==> src/rtl/dsp_post_adder.sv <==
// Post-adder/accumulator stage of a DSP48A1-style slice: X/Z operand muxes,
// add/subtract with carry-in, optional OPMODE/carry-in/P pipeline registers.
module dsp_post_adder #(
  parameter int unsigned OPMODEREG  = 1,
  parameter int unsigned CARRYINREG = 1,
  parameter int unsigned PREG       = 1,
  parameter string       CARRYINSEL = "OPMODE5"
) (
  input  logic          clk,
  input  logic          reset,
  input  logic          ceopmode,
  input  logic          cecarryin,
  input  logic          cep,
  input  logic [7:0]    opmode,
  input  logic          carryin,
  input  logic [35:0]   m,
  input  logic [47:0]   dab,
  input  logic [47:0]   c,
  input  logic [47:0]   pcin,
  output logic [47:0]   p,
  output logic [47:0]   pcout,
  output logic          carryout,
  output logic          carryoutf
);

  localparam int unsigned W  = 48;
  localparam int unsigned MW = 36;
  localparam bit CIN_FROM_PORT = (CARRYINSEL == "CARRYIN");

  logic [3:0]   sel_c;
  logic         sub_c;
  logic         cin_src_c;
  logic         cin_c;
  logic [W-1:0] p_fb_c;
  logic [W-1:0] x_c;
  logic [W-1:0] z_c;
  logic [W:0]   res_c;

  // Inputs that some parameterisations leave unread (bits 4/6 of opmode are don't-care).
  logic unused_inputs;
  assign unused_inputs = ^{opmode[6], opmode[4], opmode[5], carryin, clk, reset,
                           ceopmode, cecarryin, cep};

  // OPMODE stage: only the bits the datapath consumes are kept.
  generate
    if (OPMODEREG != 0) begin : g_opmode_reg
      logic [3:0] sel_r;
      logic       sub_r;
      always_ff @(posedge clk) begin
        if (reset) begin
          sel_r <= 4'd0;
          sub_r <= 1'b0;
        end else if (ceopmode) begin
          sel_r <= opmode[3:0];
          sub_r <= opmode[7];
        end
      end
      assign sel_c = sel_r;
      assign sub_c = sub_r;
    end else begin : g_opmode_comb
      assign sel_c = opmode[3:0];
      assign sub_c = opmode[7];
    end
  endgenerate

  assign cin_src_c = CIN_FROM_PORT ? carryin : opmode[5];

  // Carry-in stage sits after the source select.
  generate
    if (CARRYINREG != 0) begin : g_cin_reg
      logic cin_r;
      always_ff @(posedge clk) begin
        if (reset) begin
          cin_r <= 1'b0;
        end else if (cecarryin) begin
          cin_r <= cin_src_c;
        end
      end
      assign cin_c = cin_r;
    end else begin : g_cin_comb
      assign cin_c = cin_src_c;
    end
  endgenerate

  // Operand muxes and 49-bit add/subtract; co is the carry (add) or borrow (sub).
  always_comb begin
    x_c = '0;
    z_c = '0;
    case (sel_c[1:0])
      2'd0:    x_c = '0;
      2'd1:    x_c = {(W-MW)'(0), m};
      2'd2:    x_c = p_fb_c;
      default: x_c = dab;
    endcase
    case (sel_c[3:2])
      2'd0:    z_c = '0;
      2'd1:    z_c = pcin;
      2'd2:    z_c = p_fb_c;
      default: z_c = c;
    endcase
    if (sub_c) begin
      res_c = {1'b0, z_c} - ({1'b0, x_c} + (W+1)'(cin_c));
    end else begin
      res_c = {1'b0, z_c} + {1'b0, x_c} + (W+1)'(cin_c);
    end
  end

  // P/CARRYOUT stage; without it the feedback operand is forced to zero to avoid a loop.
  generate
    if (PREG != 0) begin : g_p_reg
      logic [W-1:0] p_r;
      logic         co_r;
      always_ff @(posedge clk) begin
        if (reset) begin
          p_r  <= '0;
          co_r <= 1'b0;
        end else if (cep) begin
          p_r  <= res_c[W-1:0];
          co_r <= res_c[W];
        end
      end
      assign p_fb_c   = p_r;
      assign p        = p_r;
      assign carryout = co_r;
    end else begin : g_p_comb
      assign p_fb_c   = '0;
      assign p        = res_c[W-1:0];
      assign carryout = res_c[W];
    end
  endgenerate

  assign pcout     = p;
  assign carryoutf = carryout;

endmodule
==> config.mk <==
export PLATFORM = sky130hd
export DESIGN_NAME = dsp_post_adder
export DESIGN_NICKNAME = d
export VERILOG_FILES = /design/src/rtl/dsp_post_adder.sv
export SDC_FILE = /design/constraint.sdc
export NUM_CORES = 1
export LEC_CHECK = 0
export CAP_MARGIN = 20
export CORE_ASPECT_RATIO = 1.5
export CORE_MARGIN = 5
export CORE_UTILIZATION = 35
export DETAILED_ROUTE_END_ITERATION = 16
export PLACE_DENSITY = 0.65
export SLEW_MARGIN = 20
export SYNTH_ARGS = -nofsm -noshare
export SYNTH_HDL_FRONTEND = slang
export SYNTH_SLANG_ARGS = --single-unit
==> constraint.sdc <==
create_clock -name clk -period 10.5 [get_ports clk]
set_input_delay 2.625 -clock clk [delete_from_list [all_inputs] [get_ports clk]]
set_output_delay 2.625 -clock clk [all_outputs]
set_load 0.05 [all_outputs]
==> impl_metrics.json, run 1 <==
{
  "worst_pin_slew_ps": 1010,
  "first_pass_iters": 6,
  "fp.dieArea_um2": 35800,
  "diodes": 0,
  "required_ps": 10710,
  "drc_errors": 0,
  "clk-insertion-delay-late_ps": 330,
  "finalSetupViolCount": 0,
  "drive_gt1_frac": 0.0824,
  "synth_cells": 1505,
  "postSynthAreaPerCell_um2": 7.46,
  "core_um2": 31700,
  "crit_path_frequent_cell": "nor2_1",
  "cts_tree": "yes",
  "async_flop_share": 0,
  "track_usage": 0.216,
  "place_congestion": 0.934,
  "cts_sinks": 55,
  "start_util": 0.354,
  "grt_pass1_vias": 11814,
  "syn_area_um2": 11200,
  "cp_data_arrival_time_ps": 7670,
  "period_share": 0.710,
  "cts_hold_buf": 0,
  "grt_max_degree": 73,
  "synth_largest_area_cell": "ha_1",
  "cp-start-kind": "input port",
  "post-cts-setup-buffers": 0,
  "synthFlopType": "dfxtp_1",
  "crit_family": "compound AO/OA/AOI/OAI gates",
  "dp_hpwl_mm": 31.9,
  "yosysWarnings": 0,
  "drv_cap": 0,
  "ctsResizeCount": 0,
  "synth-seq-area-share": 0.0980,
  "cp_slowest_stage_delay_ps": 470,
  "setup_ws_ps": 3040,
  "regArea_um2": 1110,
  "row_count": 80,
  "io_buffers": 288,
  "rsz0062_at_grt": "no",
  "synth-seq-cells": 55,
  "avgViaCountPerCell": 5.68,
  "total_power_w": 0.00152,
  "ys_types": 78,
  "antenna_found_initial": 0,
  "wirelength_mm": 40.7,
  "ant_nets": 0,
  "cts.reportedPaths.clkPinSlew_ps": 90,
  "placed_cell_area_um2": 14000,
  "leakage_nw": 5.69,
  "power_density_nw_per_um2": 108,
  "skew_ps": 14.8,
  "path_buf_inv": 1,
  "multi_input_area_um2": 8900,
  "grt_pass1_wl_mm": 63.5,
  "dp_slack_ps": 2710,
  "relSlewSlack": 0.315,
  "area_delta_synth_final_pct": 25.7,
  "finalInstanceArea_um2": 14100,
  "synth_top_area_share": 0.156,
  "worstSetupPathType": "in -> reg",
  "cp_max_fo": 6,
  "clockBufferDepth": 2,
  "worst_hold_slack_ps": 530,
  "end_kind": "register",
  "slew_viol_final": 0,
  "vias": 11759,
  "peakVddDrop_v": 0.0000682,
  "grt_overflow_total": 0,
  "critical_path.cell_chain": "clkdlybuf4s50_1, mux2_2, a22oi_1, xor2_1, ha_1, a221oi_4, nor2_1, fa_1, a211oi_1, nor2_1, a41oi_1, o21ai_1, a21oi_2, a21oi_1, a31o_2, o221ai_1, a31oi_1, a2111oi_1",
  "hold_class": "reg -> reg",
  "finalSetupTns_ps": 0,
  "synth.top_cells.by_area": "ha_1 16%, dfxtp_1 9.8%, mux2_2 8.2%, a22o_1 6.3%, a21oi_1 5.3%",
  "cp_slowest_cell": "a21oi_2",
  "wl_per_cell_um": 19.6,
  "cts_buffers": 5,
  "dr.first_iter.drc_count": 639,
  "synth_nets": 1841,
  "min_period_ps": 7460,
  "status": "finished clean",
  "h-tree-depth": 2,
  "ios": 292,
  "hold_viol": 0,
  "die_w_um": 156,
  "nNetsFinal": 1998,
  "synth-edff-count": 0,
  "die_y_um": 229,
  "nFillCells": 3204,
  "max_freq_mhz": 134,
  "root_buffer": "clkbuf_16"
}
==> cells by family after synthesis <==
family | Yosys count | synth area share
buffers and inverters | 276 | 0.111
adder cells (fa/ha/maj) | 142 | 0.160
AO/OA/AOI/OAI | 497 | 0.315
multiplexers | 109 | 0.107
XOR/XNOR | 83 | 0.0647
AND/OR/NAND/NOR | 343 | 0.145
flip-flops | 55 | 0.0980
==> worst reg2reg max path, delay by kind of cell (launching register included) <==
kind | cells | cell delay (ps)
AOI/OAI and AO/OA | 11 | 3260
xor gates and xnor gates | 1 | 130
adders and majority gates | 2 | 710
buffers and inverters | 1 | 440
DFF | 1 | 820
muxes | 1 | 450
and+or+nand+nor | 2 | 230
==> sequential cells by signal, indices dropped and copies added (netlist names) <==
| signal | flops |
|---|---|
| g_opmode_reg.sub_r | 1 |
| cin_c | 1 |
| carryout | 1 |
| g_opmode_reg.sel_r | 4 |
| p | 48 |
==> layer usage <==
metal | GRT usage | part of all wire
met1 | 0.241 | 0.38
met2 | 0.417 | 0.54
met3 | 0.0264 | 0.048
met4 | 0.0678 | 0.032
met5 | 0 | 0
==> synthesized netlist by cell type, types with 4 or more instances <==
cell	n
inv_1	127
nor2b_1	19
o21ai_1	9
nand4_1	28
mux2i_1	26
o221ai_1	6
nand3_1	20
o31ai_1	4
clkbuf_1	75
nand2b_1	9
and3_1	9
buf_4	52
a22oi_1	6
o211ai_1	11
buf_1	13
a211oi_1	30
nand3b_1	6
a22o_1	81
a21o_1	39
xnor2_1	53
nor4_1	4
a2111oi_0	7
nor3_1	28
buf_2	9
o21ai_0	81
a221oi_1	7
nand2_1	80
o21a_1	8
xor2_1	30
a31oi_1	11
ha_1	140
a21oi_1	120
o21bai_1	17
o31a_1	4
nor2_1	121
mux2_2	82
dfxtp_1	55
==> layout by cell type (no fill, tap or decap), drive strengths merged, types with 20 or more instances in the layout <==
master,n
nand4,28
nand2,80
a211oi,30
o21ai,91
inv,127
nand3,20
dfxtp,55
ha,140
a21oi,123
xor2,30
a22o,81
mux2i,26
nor2,121
nor3,30
mux2,83
clkdlybuf4s50,286
xnor2,53
a21o,39
==> worst paths after layout <==
path	start	to	slack, ps	depth (start not counted)
min	p[11]	p[11]	530	2
max	m[0]	p[46]	3040	18
max reg2reg	g_opmode_reg.sel_r[1]	p[46]	4340	18
min reg2reg	p[11]	p[11]	530	2
==> through the flow <==
step,std cells,util
3_5_place_dp,2065,0.440
3_3_place_gp,2065,0.440
5_1_grt,2072,0.445
4_1_cts,2072,0.445
6_report,2072,0.445
2_1_floorplan,1505,-
==> final cells by class <==
| class | instances | share of cell area |
|---|---|---|
| Timing Repair Buffer | 299 | 0.209 |
| Sequential cell | 55 | 0.0785 |
| Clock buffer | 5 | 0.00886 |
| Inverter | 127 | 0.0338 |
| Clock inverter | 2 | 0.00266 |
| Multi-Input combinational cell | 1174 | 0.631 |
| Tap cell | 410 | 0.0363 |
==> where the power goes <==
part	switching (W)	internal, W	total, W
combinational	0.000620	0.000432	0.00105
clock	0.0000973	0.000112	0.000209
sequential	0.0000304	0.000228	0.000258
total	0.000748	0.000772	0.00152
Note: power is estimated with default switching activity, not from simulation.
==> run 2, diff against run 1 <==
--- a/config.mk
+++ b/config.mk
@@ -10,7 +10,7 @@
 export CORE_MARGIN = 5
 export CORE_UTILIZATION = 35
 export DETAILED_ROUTE_END_ITERATION = 16
-export PLACE_DENSITY = 0.65
+export PLACE_DENSITY = 0.67
 export SLEW_MARGIN = 20
 export SYNTH_ARGS = -nofsm -noshare
 export SYNTH_HDL_FRONTEND = slang
==> constraint.sdc (replaced) <==
create_clock -name clk -period 6.2 [get_ports clk]
set_input_delay 1.55 -clock clk [delete_from_list [all_inputs] [get_ports clk]]
set_output_delay 1.55 -clock clk [all_outputs]
set_load 0.05 [all_outputs]
==> run 2 against run 1 <==
Effect of this change: sequential power increased by 69%; largest power group unchanged; sequential share of layout area decreased by 0.14 points; non-clock buffer count increased by 38; power increased by 69%; count of clock-buffer cells in the layout unchanged; hold slack improved by 0.56 ps; via count increased by 1.8%.
==> impl_metrics.json, run 2 (same netlist as run 1, synthesis figures left out) <==
{
  "status": "finished clean",
  "fp.dieArea_um2": 35800,
  "clockBufferDepth": 2,
  "regArea_um2": 1110,
  "drv_cap": 0,
  "dr.first_iter.drc_count": 723,
  "cts_buffers": 5,
  "placed_cell_area_um2": 14200,
  "grt_overflow_total": 0,
  "end_kind": "register",
  "skew_ps": 14.0,
  "nNetsFinal": 2036,
  "power_density_nw_per_um2": 178,
  "io_buffers": 288,
  "drc_errors": 0,
  "clk-insertion-delay-late_ps": 320,
  "first_pass_iters": 5,
  "worst_pin_slew_ps": 865,
  "fin_util": 0.453,
  "cts.reportedPaths.clkPinSlew_ps": 80,
  "wirelength_mm": 41.2,
  "worstSetupPathType": "in -> reg",
  "core_um2": 31700,
  "relSlewSlack": 0.423,
  "diodes": 0,
  "finalSetupViolCount": 0,
  "place_congestion": 0.957,
  "min_period_ps": 5820,
  "track_usage": 0.221,
  "layout_common_cells": "286 x clkdlybuf4s50_1, 140 x ha_1, 127 x inv_1",
  "period_share": 0.939,
  "start_util": 0.354,
  "r2r_setup_slack_ps": 1000,
  "grt_pass1_wl_mm": 64.7,
  "post-cts-setup-buffers": 0,
  "root_buffer": "clkbuf_16",
  "peakVddDrop_v": 0.000123,
  "antenna_found_initial": 0,
  "grt_pass1_vias": 12254,
  "dp_hpwl_mm": 33.4,
  "ctsResizeCount": 0,
  "leakage_nw": 5.87,
  "ios": 292,
  "cts_tree": "yes",
  "finalSetupTns_ps": 0,
  "cp-start-kind": "input port",
  "required_ps": 6400,
  "max_freq_mhz": 172,
  "cp_data_arrival_time_ps": 6020,
  "avgViaCountPerCell": 5.67,
  "largest_reg_flops": 48,
  "h-tree-depth": 2,
  "hold_class": "reg -> reg",
  "cts_sinks": 55,
  "finalInstanceArea_um2": 14400,
  "rsz0062_at_grt": "no",
  "slew_viol_final": 0,
  "final_common_cell": "clkdlybuf4s50_1",
  "cp_max_fo": 5,
  "wl_per_cell_um": 19.5,
  "ant_nets": 0,
  "drive_gt1_frac": 0.103,
  "row_count": 80,
  "die_y_um": 229,
  "die_w_um": 156,
  "area_delta_synth_final_pct": 28.0,
  "grt_max_degree": 72,
  "cts_hold_buf": 0,
  "hold_viol": 0,
  "multi_input_area_um2": 8900,
  "nFillCells": 3209,
  "vias": 11965
}
## run 2: cell count changes in the layout (fill, tap and decap cells not counted)
cell	delta
clkinvlp_4	-1
bufinv_16	-1
buf_4	+38
clkinv_4	+1
clkinv_2	+1
## run 2: worst paths after layout
check,start,to,cells after the start
worst max-delay path,m[0],p[46],19
worst min register to register,p[11],p[11],2
worst min-delay path,p[11],p[11],2
worst max register to register,g_opmode_reg.sel_r[1],p[46],18
## run 2: worst max-delay path, stage by stage
cell             delay, ps
clkdlybuf4s50_1        400
mux2_2                 300
a22oi_1                240
xor2_1                 120
ha_1                   260
a221oi_4               220
nor2_1                 100
fa_1                   420
a211oi_1               230
nor2_1                 110
a41oi_1                300
o21ai_1                300
a21oi_2                200
buf_4                  160
a21oi_1                140
a31o_2                 310
o221ai_1               210
a31oi_1                 80
a2111oi_1              380
## run 2: routing by layer
layer  part of all wire  vias to the layer above  global-route usage  wire length (um)
met4              0.040                        0              0.0871              1660
met5                  0                        -                   0                 0
met1               0.38                     5720               0.238             15600
met2               0.54                      379               0.425             22000
met3              0.046                       84              0.0274              1880
li1                   -                     5782                   -                 -
## run 2: area by class of cell
class,count,share of cell area
Multi-Input combinational cell,1174,0.619
Timing Repair Buffer,337,0.225
Sequential cell,55,0.0770
Tap cell,410,0.0357
Inverter,127,0.0332
Clock buffer,5,0.00870
Clock inverter,2,0.000957
## run 2: through the flow
| step | setup WS, ps | power [W] | instances | hold WS (ps) |
|---|---|---|---|---|
| after global placement | 217 | 0.00224 | 2103 | 514 |
| after floorplan | 849 | 0.00172 | 1505 | 530 |
| final | 380 | 0.00256 | 2110 | 530 |
| after detailed placement | 129 | 0.00225 | 2103 | 515 |
| after global routing | 54.0 | 0.00274 | 2110 | 569 |
| after CTS | 436 | 0.00257 | 2110 | 537 |
## run 2: report_power, final
part           total (W)  switching (W)  leakage (nW)  internal, W
Combinational    0.00182        0.00105          5.34     0.000766
Sequential      0.000437      0.0000517         0.456     0.000385
Clock           0.000311       0.000162        0.0696     0.000149
==> run 3, diff against run 2 <==
--- a/config.mk
+++ b/config.mk
@@ -6,11 +6,13 @@
 export NUM_CORES = 1
 export LEC_CHECK = 0
 export CAP_MARGIN = 20
+export CELL_PAD_IN_SITES_DETAIL_PLACEMENT = 0
+export CELL_PAD_IN_SITES_GLOBAL_PLACEMENT = 1
 export CORE_ASPECT_RATIO = 1.5
 export CORE_MARGIN = 5
-export CORE_UTILIZATION = 35
+export CORE_UTILIZATION = 33
 export DETAILED_ROUTE_END_ITERATION = 16
-export PLACE_DENSITY = 0.67
+export PLACE_DENSITY = 0.83
 export SLEW_MARGIN = 20
 export SYNTH_ARGS = -nofsm -noshare
 export SYNTH_HDL_FRONTEND = slang
==> run 3 against run 2 <==
Effect of this change: first-iteration DRC count is 17% higher; wire length rose by 3.5%; clock skew down 6.2 ps; clock power grew 20%; critical endpoint is now carryout; cell count is 1.2% higher; count of clock-buffer cells in the layout up 1; sequential power is 2% higher; global-route usage down 0.42 points; critical path depth is the same; final area rose by 1.2%; largest power group unchanged; combinational power grew 2%; core utilization down 1.9 points; largest cell class unchanged.
==> impl_metrics.json, run 3 (same netlist as run 1, synthesis figures left out) <==
{
  "period_share": 0.940,
  "layout_common_cells": "286 x clkdlybuf4s50_1, 140 x ha_1, 127 x inv_1",
  "first_pass_iters": 5,
  "finalSetupTns_ps": 0,
  "max_freq_mhz": 172,
  "p_clk_frac": 0.139,
  "swShare": 0.488,
  "post-cts-setup-buffers": 0,
  "track_usage": 0.216,
  "dp_slack_ps": -32.1,
  "min_period_ps": 5830,
  "h-tree-depth": 2,
  "area_delta_synth_final_pct": 29.5,
  "cts_sinks": 55,
  "setup_ws_ps": 373,
  "vias": 11925,
  "wirelength_mm": 42.6,
  "internal_power_w": 0.00137,
  "die_w_um": 161,
  "cp-start-kind": "input port",
  "drive_gt1_frac": 0.112,
  "antenna_found_initial": 0,
  "root_buffer": "clkbuf_16",
  "cts_buffers": 5,
  "power_density_nw_per_um2": 184,
  "status": "finished clean",
  "end_kind": "register",
  "wl_per_cell_um": 19.9,
  "dp_hpwl_mm": 34.5,
  "worstSetupPathType": "in -> reg",
  "grt_pass1_vias": 12402,
  "cp_max_fo": 3,
  "place_congestion": 0.925,
  "seqPwrFrac": 0.166,
  "largest_reg_flops": 48,
  "avgViaCountPerCell": 5.58,
  "cts_tree": "yes",
  "finalSetupViolCount": 0,
  "power.share.combinational": 0.695,
  "leakage_nw": 5.97,
  "dr.first_iter.drc_count": 843,
  "clk-insertion-delay-late_ps": 330,
  "slew_viol_final": 0,
  "drc_errors": 0,
  "io_buffers": 288,
  "ant_nets": 0,
  "netSwitchingPower_w": 0.00131,
  "clockBufferDepth": 2,
  "grt_pass1_wl_mm": 66.9,
  "ios": 292,
  "grt_overflow_total": 0,
  "row_count": 82,
  "peakVddDrop_v": 0.000111,
  "worst_pin_slew_ps": 721,
  "grt_max_degree": 59,
  "cp_data_arrival_time_ps": 6050,
  "diodes": 0,
  "cts.reportedPaths.clkPinSlew_ps": 80,
  "hold_viol": 0,
  "fp.dieArea_um2": 37900,
  "nNetsFinal": 2051,
  "ctsResizeCount": 0,
  "skew_ps": 7.80,
  "required_ps": 6420,
  "drv_cap": 0,
  "cts_hold_buf": 0,
  "die_y_um": 236,
  "core_um2": 33500,
  "relSlewSlack": 0.514,
  "start_util": 0.335,
  "hold_class": "reg -> reg",
  "final_common_cell": "clkdlybuf4s50_1",
  "rsz0062_at_grt": "no"
}
==> run 3: worst paths after layout <==
kind | slack, ps | end | depth (start not counted) | start
setup / recovery | 370 | carryout | 19 | dab[0]
hold / removal | 540 | p[25] | 2 | p[25]
setup reg to reg | 1130 | carryout | 19 | g_opmode_reg.sel_r[1]
hold reg to reg | 540 | p[25] | 2 | p[25]
==> run 3: routing by layer <==
| layer | up-vias | global-route usage | routed length, um |
|---|---|---|---|
| met5 | - | 0 | 0 |
| met4 | 0 | 0.0746 | 1410 |
| met3 | 77 | 0.0286 | 2140 |
| met2 | 440 | 0.412 | 22300 |
| met1 | 5590 | 0.244 | 16700 |
| li1 | 5818 | - | - |
==> run 3: final cells by class <==
cell class / count / area [um^2]
sequential: 55 / 1110
multi-input combinational: 1174 / 8910
tap: 420 / 526
fill: 3419 / 19000
inverter: 127 / 477
clock buffer: 6 / 139
timing repair buffer: 352 / 3350
clock inverter: 2 / 35.0
==> run 3: power by group through the flow <==
stage,Sequential (W),Combinational (W),Clock (W)
CTS,0.000445,0.00185,0.000381
floorplan,0.000524,0.00119,0
global route,0.000452,0.00202,0.000396
detailed placement,0.000453,0.00184,0
global placement,0.000451,0.00183,0
finish,0.000444,0.00186,0.000374
==> run 3: worst max-delay path: stages <==
cell and delay, ps:
clkdlybuf4s50_1 390, mux2_2 290, a22oi_1 280, buf_4 170
xnor2_1 60, ha_1 180, a21o_1 190, fa_1 500
o211ai_1 250, a211oi_1 150, o31ai_1 220, buf_4 160
a31oi_2 130, a22oi_1 300, a2111oi_2 140, o31a_1 350
nor4b_1 330, o32ai_1 150, a32o_1 250
==> run 3: stage by stage <==
stage               instances  hold slack [ps]  power [W]  cell area, um^2   util
floorplan                1505              530    0.00172            11200      -
global placement         2128              521    0.00228            14400  0.428
detailed placement       2128              528    0.00229            14400  0.428
CTS                      2136              544    0.00268            14500  0.433
global route             2136              561    0.00287            14600  0.434
finish                   2136              544    0.00268            14600  0.434
